[config.mk]
export PLATFORM = sky130hd
export DESIGN_NAME = two_bit_sequencer
export DESIGN_NICKNAME = d
export VERILOG_FILES = /design/src/rtl/two_bit_pkg.sv /design/src/rtl/two_bit_regfile.sv /design/src/rtl/two_bit_sequencer.sv
export SDC_FILE = /design/constraint.sdc
export NUM_CORES = 1
export LEC_CHECK = 0
export CAP_MARGIN = 20
export CELL_PAD_IN_SITES_DETAIL_PLACEMENT = 2
export CELL_PAD_IN_SITES_GLOBAL_PLACEMENT = 2
export CORE_ASPECT_RATIO = 0.7
export CORE_MARGIN = 4
export CORE_UTILIZATION = 41
export CTS_CLUSTER_SIZE = 20
export DETAILED_ROUTE_END_ITERATION = 10
export PLACE_DENSITY = 0.82
export SYNTH_ARGS = -nofsm -noshare
export SYNTH_HDL_FRONTEND = slang
export SYNTH_SLANG_ARGS = --single-unit
[constraint.sdc]
create_clock -name clk -period 3.25 [get_ports clk]
set_input_delay 0.975 -clock clk [delete_from_list [all_inputs] [get_ports clk]]
set_output_delay 0.975 -clock clk [all_outputs]
set_load 0.01 [all_outputs]
[src/rtl/two_bit_pkg.sv]
// Shared types and field positions for the two-bit computer sequencer.
package two_bit_pkg;

  // Run-control states of the sequencer
  typedef enum logic [2:0] {
    IDLE    = 3'd0,
    ISSUE   = 3'd1,
    SETTLE  = 3'd2,
    CAPTURE = 3'd3,
    DONE    = 3'd4
  } state_e;

  // Program word layout {i1,i0,a1,a0,b1,b0}
  localparam int INSTR_W = 6;
  localparam int I1      = 5;
  localparam int I0      = 4;
  localparam int A1      = 3;
  localparam int A0      = 2;
  localparam int B1      = 1;
  localparam int B0      = 0;

  // Result word layout {error,f1,f0}
  localparam int RES_W   = 3;
  localparam int RES_ERR = 2;
  localparam int RES_F1  = 1;
  localparam int RES_F0  = 0;

  // Assemble a result word from the computer's response lines
  function automatic logic [RES_W-1:0] pack_result(input logic err,
                                                   input logic f1,
                                                   input logic f0);
    logic [RES_W-1:0] v;
    v          = '0;
    v[RES_ERR] = err;
    v[RES_F1]  = f1;
    v[RES_F0]  = f0;
    return v;
  endfunction

endpackage : two_bit_pkg

[src/rtl/two_bit_regfile.sv]
// Small register-file memory: one write port, one registered read port.
// A read of an address being written in the same cycle returns the old word.
module two_bit_regfile #(
  parameter int W  = 6,
  parameter int AW = 3
) (
  input  logic          clk,
  input  logic          reset,
  input  logic          i_we,
  input  logic [AW-1:0] i_wr_addr,
  input  logic [W-1:0]  i_wr_data,
  input  logic [AW-1:0] i_rd_addr,
  output logic [W-1:0]  o_rd_data
);

  localparam int DEPTH = 1 << AW;

  logic [W-1:0] r_mem [DEPTH];
  logic [W-1:0] r_rd_data;

  // Storage write; contents intentionally survive reset
  always_ff @(posedge clk) begin
    if (i_we) begin
      r_mem[i_wr_addr] <= i_wr_data;
    end
  end

  // Registered read port, cleared by reset, old data on a same-cycle write
  always_ff @(posedge clk) begin
    if (reset) begin
      r_rd_data <= '0;
    end else begin
      r_rd_data <= r_mem[i_rd_addr];
    end
  end

  assign o_rd_data = r_rd_data;

endmodule : two_bit_regfile

[src/rtl/two_bit_sequencer.sv]
// Initiator for the two-bit computer: steps through a stored program, presents
// each word as operands/opcode, waits for the result to settle, records
// {error,f1,f0} per instruction and counts errors.
module two_bit_sequencer
  import two_bit_pkg::*;
#(
  parameter int AW            = 3,
  parameter int SETTLE_CYCLES = 1,
  parameter int HALT_ON_ERR   = 1,
  parameter int CW            = 4
) (
  input  logic          clk,
  input  logic          reset,
  input  logic          prog_we,
  input  logic [AW-1:0] prog_addr,
  input  logic [5:0]    prog_data,
  input  logic [AW-1:0] last_addr,
  input  logic          start,
  output logic          a1,
  output logic          a0,
  output logic          b1,
  output logic          b0,
  output logic          i1,
  output logic          i0,
  input  logic          f1,
  input  logic          f0,
  input  logic          error,
  output logic          busy,
  output logic          done,
  output logic          halted_err,
  output logic [CW-1:0] err_count,
  input  logic [AW-1:0] res_rd_addr,
  output logic [2:0]    res_rd_data
);

  localparam int            SW      = (SETTLE_CYCLES > 1) ? $clog2(SETTLE_CYCLES) : 1;
  localparam logic [SW-1:0] SET_END = SW'(SETTLE_CYCLES - 1);
  localparam logic [CW-1:0] ERR_MAX = {CW{1'b1}};
  localparam logic          HALT_EN = (HALT_ON_ERR != 0);

  state_e               r_state;
  logic [AW-1:0]        r_pc;
  logic [AW-1:0]        r_last_addr;
  logic [SW-1:0]        r_settle_cnt;
  logic [CW-1:0]        r_err_count;
  logic                 r_busy;
  logic                 r_done;
  logic                 r_halted_err;
  logic [INSTR_W-1:0]   r_ops;

  logic                 w_prog_we;
  logic [AW-1:0]        w_prog_rd_addr;
  logic [INSTR_W-1:0]   w_prog_rd_data;
  logic                 w_res_we;
  logic [RES_W-1:0]     w_res_wdata;
  logic                 w_halt_now;
  logic                 w_last;

  // Program writes only land while nothing is running
  assign w_prog_we   = prog_we && (r_state == IDLE);
  assign w_halt_now  = error && HALT_EN;
  assign w_last      = (r_pc == r_last_addr);
  assign w_res_we    = (r_state == CAPTURE);
  assign w_res_wdata = pack_result(error, f1, f0);

  // Program read address tracks the pc value the next state will hold, so the
  // registered read already shows prog[pc] during ISSUE
  always_comb begin
    w_prog_rd_addr = r_pc;
    case (r_state)
      IDLE: begin
        if (start) begin
          w_prog_rd_addr = '0;
        end else begin
          w_prog_rd_addr = r_pc;
        end
      end
      CAPTURE: begin
        if (!w_halt_now && !w_last) begin
          w_prog_rd_addr = r_pc + AW'(1);
        end else begin
          w_prog_rd_addr = r_pc;
        end
      end
      default: begin
        w_prog_rd_addr = r_pc;
      end
    endcase
  end

  two_bit_regfile #(
    .W  (INSTR_W),
    .AW (AW)
  ) u_prog (
    .clk       (clk),
    .reset     (reset),
    .i_we      (w_prog_we),
    .i_wr_addr (prog_addr),
    .i_wr_data (prog_data),
    .i_rd_addr (w_prog_rd_addr),
    .o_rd_data (w_prog_rd_data)
  );

  two_bit_regfile #(
    .W  (RES_W),
    .AW (AW)
  ) u_result (
    .clk       (clk),
    .reset     (reset),
    .i_we      (w_res_we),
    .i_wr_addr (r_pc),
    .i_wr_data (w_res_wdata),
    .i_rd_addr (res_rd_addr),
    .o_rd_data (res_rd_data)
  );

  // Run-control FSM with pc, settle counter, error count and registered outputs
  always_ff @(posedge clk) begin
    if (reset) begin
      r_state      <= IDLE;
      r_pc         <= '0;
      r_last_addr  <= '0;
      r_settle_cnt <= '0;
      r_err_count  <= '0;
      r_busy       <= 1'b0;
      r_done       <= 1'b0;
      r_halted_err <= 1'b0;
      r_ops        <= '0;
    end else begin
      r_done <= 1'b0;
      case (r_state)
        IDLE: begin
          if (start) begin
            r_state      <= ISSUE;
            r_pc         <= '0;
            r_err_count  <= '0;
            r_halted_err <= 1'b0;
            r_last_addr  <= last_addr;
            r_busy       <= 1'b1;
          end else begin
            r_state <= IDLE;
          end
        end
        ISSUE: begin
          r_ops        <= w_prog_rd_data;
          r_settle_cnt <= '0;
          r_state      <= SETTLE;
        end
        SETTLE: begin
          if (r_settle_cnt == SET_END) begin
            r_settle_cnt <= '0;
            r_state      <= CAPTURE;
          end else begin
            r_settle_cnt <= r_settle_cnt + SW'(1);
          end
        end
        CAPTURE: begin
          if (error && (r_err_count != ERR_MAX)) begin
            r_err_count <= r_err_count + CW'(1);
          end
          if (w_halt_now) begin
            r_halted_err <= 1'b1;
            r_busy       <= 1'b0;
            r_done       <= 1'b1;
            r_state      <= DONE;
          end else if (w_last) begin
            r_busy       <= 1'b0;
            r_done       <= 1'b1;
            r_state      <= DONE;
          end else begin
            r_pc    <= r_pc + AW'(1);
            r_state <= ISSUE;
          end
        end
        DONE: begin
          r_state <= IDLE;
        end
        default: begin
          r_busy  <= 1'b0;
          r_state <= IDLE;
        end
      endcase
    end
  end

  assign i1         = r_ops[I1];
  assign i0         = r_ops[I0];
  assign a1         = r_ops[A1];
  assign a0         = r_ops[A0];
  assign b1         = r_ops[B1];
  assign b0         = r_ops[B0];
  assign busy       = r_busy;
  assign done       = r_done;
  assign halted_err = r_halted_err;
  assign err_count  = r_err_count;

endmodule : two_bit_sequencer

==> out/metrics.cfg, run 1 <==
[setup_path]
crit_path_frequent_cell = buf_4
cp.required_ps = 3490
path_cells = clkdlybuf4s50_1 > or4b_2 > buf_4 > o211a_1 > a211oi_1 > buf_4 > nand3b_1 > o211ai_1
worstPathMaxFanout = 12
crit_slowest_cell = or4b_2
worstSetupPathType = in2reg
endpoint_kind = register
critPathMaxStageDelay_ps = 650
arrival_ps = 3330
cp_num_buf_inv = 3
crit_family = buffers and inverters
start_kind = input pin

[die]
fp.coreArea_sq_um = 9834
fp-row-count = 30
die_w_microns = 128.7
die_h_microns = 92.48
initial_core_util = 0.4251
io_pins = 38
die-area_sq_um = 11900

[logic_synthesis]
synth_top_family_by_area = multiplexers
avgSynthCellArea_sq_um = 14.67
synth_top_area_frac = 0.5172
ys_ff_latch = 103
synth_top_cell_by_area = edfxtp_1
seq_area_frac_synth = 0.6657
synthXorXnorAreaFrac = 0.01437
syn_inst = 285
synth_nets = 309
yosysWarnings = 0
syn-cell-area_sq_um = 4180
yosys.area_share.adder = 0.008381
synth_compound_area_frac = 0.04550
synth-simple-area-share = 0.1006
async_flop_share = 0
synth_edf_count = 72
ys_top_cells_by_area = edfxtp_1 (52%), dfxtp_1 (15%), mux2i_1 (5.3%)
synth_cell_types = 41
synthMuxAreaShare = 0.1389
synthFlopType = edfxtp_1

[routing]
drt_iter0_markers = 186
vias = 2586
wl_per_cell_microns = 24.37
antenna_left = 0
drtPass1Iterations = 6
via_per_inst = 5.585
routed_wirelength_microns = 11280
drc = 0

[layout]
diodes = 0
fin_nets = 354
layout_common_cells = edfxtp_1 (72), clkdlybuf4s50_1 (37), dfxtp_1 (31), nor2_1 (23), mux2i_1 (22)
final_common_cell = edfxtp_1
drive_gt1_frac = 0.1672
postLayoutCellArea_sq_um = 5086
area_growth_pct = 21.67
num-fill-cells = 923

[pwr]
power.density_nw_per_um2 = 573.8
p_leak_nw = 1.690
p_total_mw = 2.918
vdd_drop_max_mv = 0.3069

[outcome]
status = complete, no violations

[global_routing]
grt_pass1_wl_microns = 17680
grt_pass1_vias = 2846
grt_max_degree = 26
grtUsageTotal = 0.2006
gr-total-overflow = 0
antenna_found_initial = 0

[sta]
rsz0062_at_grt = false
period_needed_ps = 3089
fin_crit_sh = 0.9506
hold_viol = 0
fmax_mhz = 323.7
fin_skew_ps = 9.105
setup_violations = 0
maxSlewViolCount = 0
worst_pin_slew_ps = 876.1
relSlewSlack = 0.4105

[clocking]
clockBufferDepth = 2
cts_setup_buffers = 0
cts_tree = built
ctsHtreeMaxLevel = 3
numCtsBuffers = 9
ctsHoldBuffers = 0
clk_pin_slew_ps = 70
cts_sinks = 103
clock_latency_ps = 350
ctsRootBufferMaster = clkbuf_16
cts_resized = 0

[placed_design]
hpwl_microns = 7614
portBuffers = 37
place_area_sq_um = 4710
routabilityCongestion = 0.7354

[min_path]
worstHoldPathType = reg2reg

[run]
max_cap_violations = 0

## tightest hold or removal path: cells and delay by family (launching register included)
family           cells  cell delay, ps
multiplexers         1              60
flip-flops           1             320
AND/OR/NAND/NOR      1              70
## report_power, final
group          leakage [nW]  switching, mW  total [mW]  internal [mW]
Clock                 0.166          0.483        1.26          0.776
Combinational         0.621          0.111       0.202         0.0914
Sequential            0.904         0.0247        1.46           1.43
## flip-flops by register name, indices dropped and copies added, names as in the netlist
signal,cells
err_count,4
u_result.o_rd_data,3
busy,1
u_prog.o_rd_data,6
u_prog.r_mem,48
r_state,3
r_ops,6
r_last_addr,3
halted_err,1
u_result.r_mem,24
r_pc,3
done,1
## synth_stat cells (4+ instances only)
cell type  instances
nor2_1            23
nand2b_1           4
nor3_1            15
nand2_1           12
buf_2              5
dfxtp_1           31
xnor2_1            5
nand3_1           10
clkbuf_1           5
edfxtp_1          72
mux2_2            18
a21oi_1            7
o211ai_1           6
inv_1              4
mux2i_1           22
mux4_2             6
nand3b_1           7
## per-layer routing
layer | global-route usage | vias to the layer above | wire [microns]
met4 | 0.05944 | 0 | 190
met5 | 0 | - | 0
met2 | 0.3280 | 60 | 5575
li1 | - | 1168 | -
met1 | 0.2649 | 1342 | 5102
met3 | 0.04957 | 16 | 414
## path summary, 6_finish.rpt
check,from,to,slack [ps],cells past startpoint
min reg2reg,u_prog.o_rd_data[1]$_SDFF_PP0_,r_ops[1]$_SDFFE_PP0P_,490,2
max reg2reg,r_state[1]$_SDFF_PP0_,u_prog.o_rd_data[3]$_SDFF_PP0_,540,8
min,u_prog.o_rd_data[1]$_SDFF_PP0_,r_ops[1]$_SDFFE_PP0P_,490,2
max,start,u_prog.o_rd_data[3]$_SDFF_PP0_,160,8
## metrics by stage
step | TNS [ps] | instances | utilization | setup slack [ps] | hold WS [ps]
floorplan | 0 | 285 | - | 646.5 | 440.4
global placement | -425.4 | 446 | 0.4789 | -101.5 | 464.1
detailed placement | -1354 | 446 | 0.4789 | -258.9 | 472.0
CTS | 0 | 462 | 0.5144 | 30.60 | 504.9
global route | 0 | 463 | 0.5172 | 128.1 | 519.3
finish | 0 | 463 | 0.5172 | 160.5 | 487.4
## cell type report
class,count,area (sq um),area share
clock inverter,5,106.4,0.02091
tap,128,160.2,0.03149
sequential,103,2783,0.5471
clock buffer,11,242.7,0.04772
inverter,4,15.01,0.002952
multi-input combinational,163,1286,0.2529
timing repair buffer,49,493.0,0.09692
## logic make-up (layout without fill, tap and decap cells)
kind of cell,Yosys count,in the layout
AOI/OAI and AO/OA,26,26
xor gates and xnor gates,6,6
DFF,103,103
muxes,47,47
and+or+nand+nor,81,81
buffers and inverters,19,69
adders and majority gates,3,3
(Power assumes the default switching activity.)
==> run 2, diff against run 1 <==
Settings changed: CORE_ASPECT_RATIO 0.7 to 0.6.
==> run 2 against run 1 <==
- clock power down 18%
- via count up 1.4%
- cell area down 0.84%
- cell count up 2.8%
- count of clock-buffer cells in the layout up 1
- maximum frequency up 2.5%
- non-clock buffer count up 6
- die area up 0.23%
- wire length up 4.8%
- worst hold slack worse by 7.3 ps
- first-iteration DRC count up 22%
- highest routed layer unchanged
==> out/metrics.cfg, run 2 (synthesis results as in run 1) <==
[layout]
largest_reg_flops = 48  ; unchanged
reg_top3 = u_prog.r_mem (48), u_result.r_mem (24)
drive_gt1_frac = 0.1789  ; +0.01172
stdcell_count = 476  ; +2.8%
diodes = 0  ; unchanged
final_common_cell = edfxtp_1
layout_common_cells = edfxtp_1 (72), clkdlybuf4s50_1 (37), dfxtp_1 (31), nor2_1 (23), mux2i_1 (22)
area_growth_pct = 20.65
postLayoutCellArea_sq_um = 5044  ; -0.84%
fin_nets = 360  ; +1.7%
fin_util = 0.5087  ; -0.008468
num-fill-cells = 912  ; -1.2%
top_register = u_prog.r_mem

[clocking]
cts_resized = 0  ; unchanged
ctsRootBufferMaster = clkbuf_16
cts_sinks = 103  ; unchanged
clk_pin_slew_ps = 70  ; about the same
clock_latency_ps = 350  ; about the same
numCtsBuffers = 9  ; unchanged
clockBufferDepth = 2  ; unchanged
ctsHtreeMaxLevel = 3  ; unchanged
cts_setup_buffers = 0  ; unchanged
ctsHoldBuffers = 0  ; unchanged
cts_tree = built

[setup_path]
worstSetupPathType = in2reg
arrival_ps = 3290  ; -40 ps
worstPathMaxFanout = 14  ; +2
start_kind = input pin
reg2reg_depth = 7  ; -1
critPathMaxStageDelay_ps = 660  ; about the same
path_cells = clkdlybuf4s50_1 > or4b_2 > nand2_1 > mux2i_4 > buf_8 > mux2i_1 > mux2_2 > o211ai_1
endpoint_kind = register
cp.required_ps = 3530  ; +40 ps
crit_slowest_cell = or4b_2

[pwr]
clkPwrFrac = 0.380  ; -0.051
swShare = 0.2253  ; +0.01354
p_leak_nw = 1.687  ; -0.20%
power.density_nw_per_um2 = 534.8  ; -6.8%
switching_power_mw = 0.6076  ; -1.7%
pwr-share-comb = 0.079  ; +0.010
vdd_drop_max_mv = 0.2614  ; -15%
seqPwrFrac = 0.541  ; +0.041
internal_power_mw = 2.090  ; -9.2%

[min_path]
hold_depth = 2  ; unchanged
worstHoldPathType = reg2reg

[routing]
antenna_left = 0  ; unchanged
drc = 0  ; unchanged
vias = 2621  ; +1.4%
via_per_inst = 5.506  ; -1.4%
drt_iter0_markers = 226  ; +22%
wl_per_cell_microns = 24.83  ; +1.9%
routed_wirelength_microns = 11820  ; +4.8%
drtPass1Iterations = 4  ; -2

[die]
fp-row-count = 28  ; -6.7%
fp.coreArea_sq_um = 9915  ; +0.81%
die_h_microns = 86.22  ; -6.8%
die_w_microns = 138.4  ; +7.5%
io_pins = 38  ; unchanged
die-area_sq_um = 11930  ; +0.23%
initial_core_util = 0.4216  ; -0.003433

[sta]
fin_skew_ps = 7.730  ; -1.374 ps
hold_viol = 0  ; unchanged
period_needed_ps = 3015  ; -74.37 ps
worst_pin_slew_ps = 886.0  ; +9.899 ps
maxSlewViolCount = 0  ; unchanged
holdWs_ps = 480.1  ; -7.297 ps
relSlewSlack = 0.4048  ; -0.005758
fin_crit_sh = 0.9277  ; -0.02288
rsz0062_at_grt = false
fmax_mhz = 331.7  ; +2.5%
setup_violations = 0  ; unchanged

[global_routing]
antenna_found_initial = 0  ; unchanged
grt_pass1_vias = 2843  ; -0.11%
gr-total-overflow = 0  ; unchanged
grtUsageTotal = 0.2070  ; +0.006396
grt_max_degree = 26  ; unchanged
grt_pass1_wl_microns = 18130  ; +2.6%

[placed_design]
hpwl_microns = 8411  ; +10%
placed_cells = 459  ; +2.9%
place_area_sq_um = 4751  ; +0.88%
portBuffers = 37  ; unchanged
routabilityCongestion = 0.7508  ; +2.1%

[run]
max_cap_violations = 0  ; unchanged

[outcome]
status = complete, no violations

[run 2: per-layer routing]
| layer | global-route usage | wire length (microns) |
|---|---|---|
| met1 | 0.2816 | 5371 |
| met2 | 0.3301 | 5539 |
| met3 | 0.04631 | 662 |
| met4 | 0.07713 | 247 |
| met5 | 0 | 0 |
[run 2: power by group through the flow]
stage	clock (mW)	combinational [mW]	sequential, mW
floorplan	0	0.104	1.48
global placement	0	0.196	1.48
detailed placement	0	0.212	1.49
CTS	1.04	0.215	1.46
global route	1.11	0.229	1.46
finish	1.03	0.213	1.46
[run 2: final timing paths]
| path | slack (ps) | end | startpoint |
|---|---|---|---|
| max | 230 | u_prog.o_rd_data[3]$_SDFF_PP0_ | start |
| min | 480 | r_ops[0]$_SDFFE_PP0P_ | u_prog.o_rd_data[0]$_SDFF_PP0_ |
| max reg2reg | 480 | u_prog.o_rd_data[3]$_SDFF_PP0_ | r_pc[0]$_SDFFE_PP0P_ |
| min reg2reg | 480 | r_ops[0]$_SDFFE_PP0P_ | u_prog.o_rd_data[0]$_SDFF_PP0_ |
[run 2: final cells by class]
class	count	area [sq um]	area share
multi-input cells	163	1286	0.2550
inverters	4	15.01	0.002977
clock buffers	12	257.7	0.05110
well taps	135	168.9	0.03349
repair buffers	55	513.0	0.1017
clock inverters	4	20.02	0.003969
flip-flops and latches	103	2783	0.5517
[run 2: worst max-delay path, delay by kind of cell]
family | cells | cell delay [ps]
AO/OA/AOI/OAI | 1 | 150
buffers and inverters | 2 | 740
multiplexers | 3 | 610
AND/OR/NAND/NOR | 2 | 810
[run 2: stage by stage]
| step | power (mW) | TNS (ps) | setup WS, ps |
|---|---|---|---|
| floorplan | 1.580 | 0 | 646.5 |
| global placement | 1.678 | -559.3 | -105.4 |
| detailed placement | 1.698 | -1250 | -237.8 |
| CTS | 2.717 | 0 | 100.2 |
| global route | 2.801 | 0 | 140.4 |
| finish | 2.697 | 0 | 234.9 |
==> run 3, diff against run 2 <==
Settings changed: SKIP_LAST_GASP set to 1.
==> results of run 3 <==
The final DEF is identical to that of run 2; final timing and power are the same.
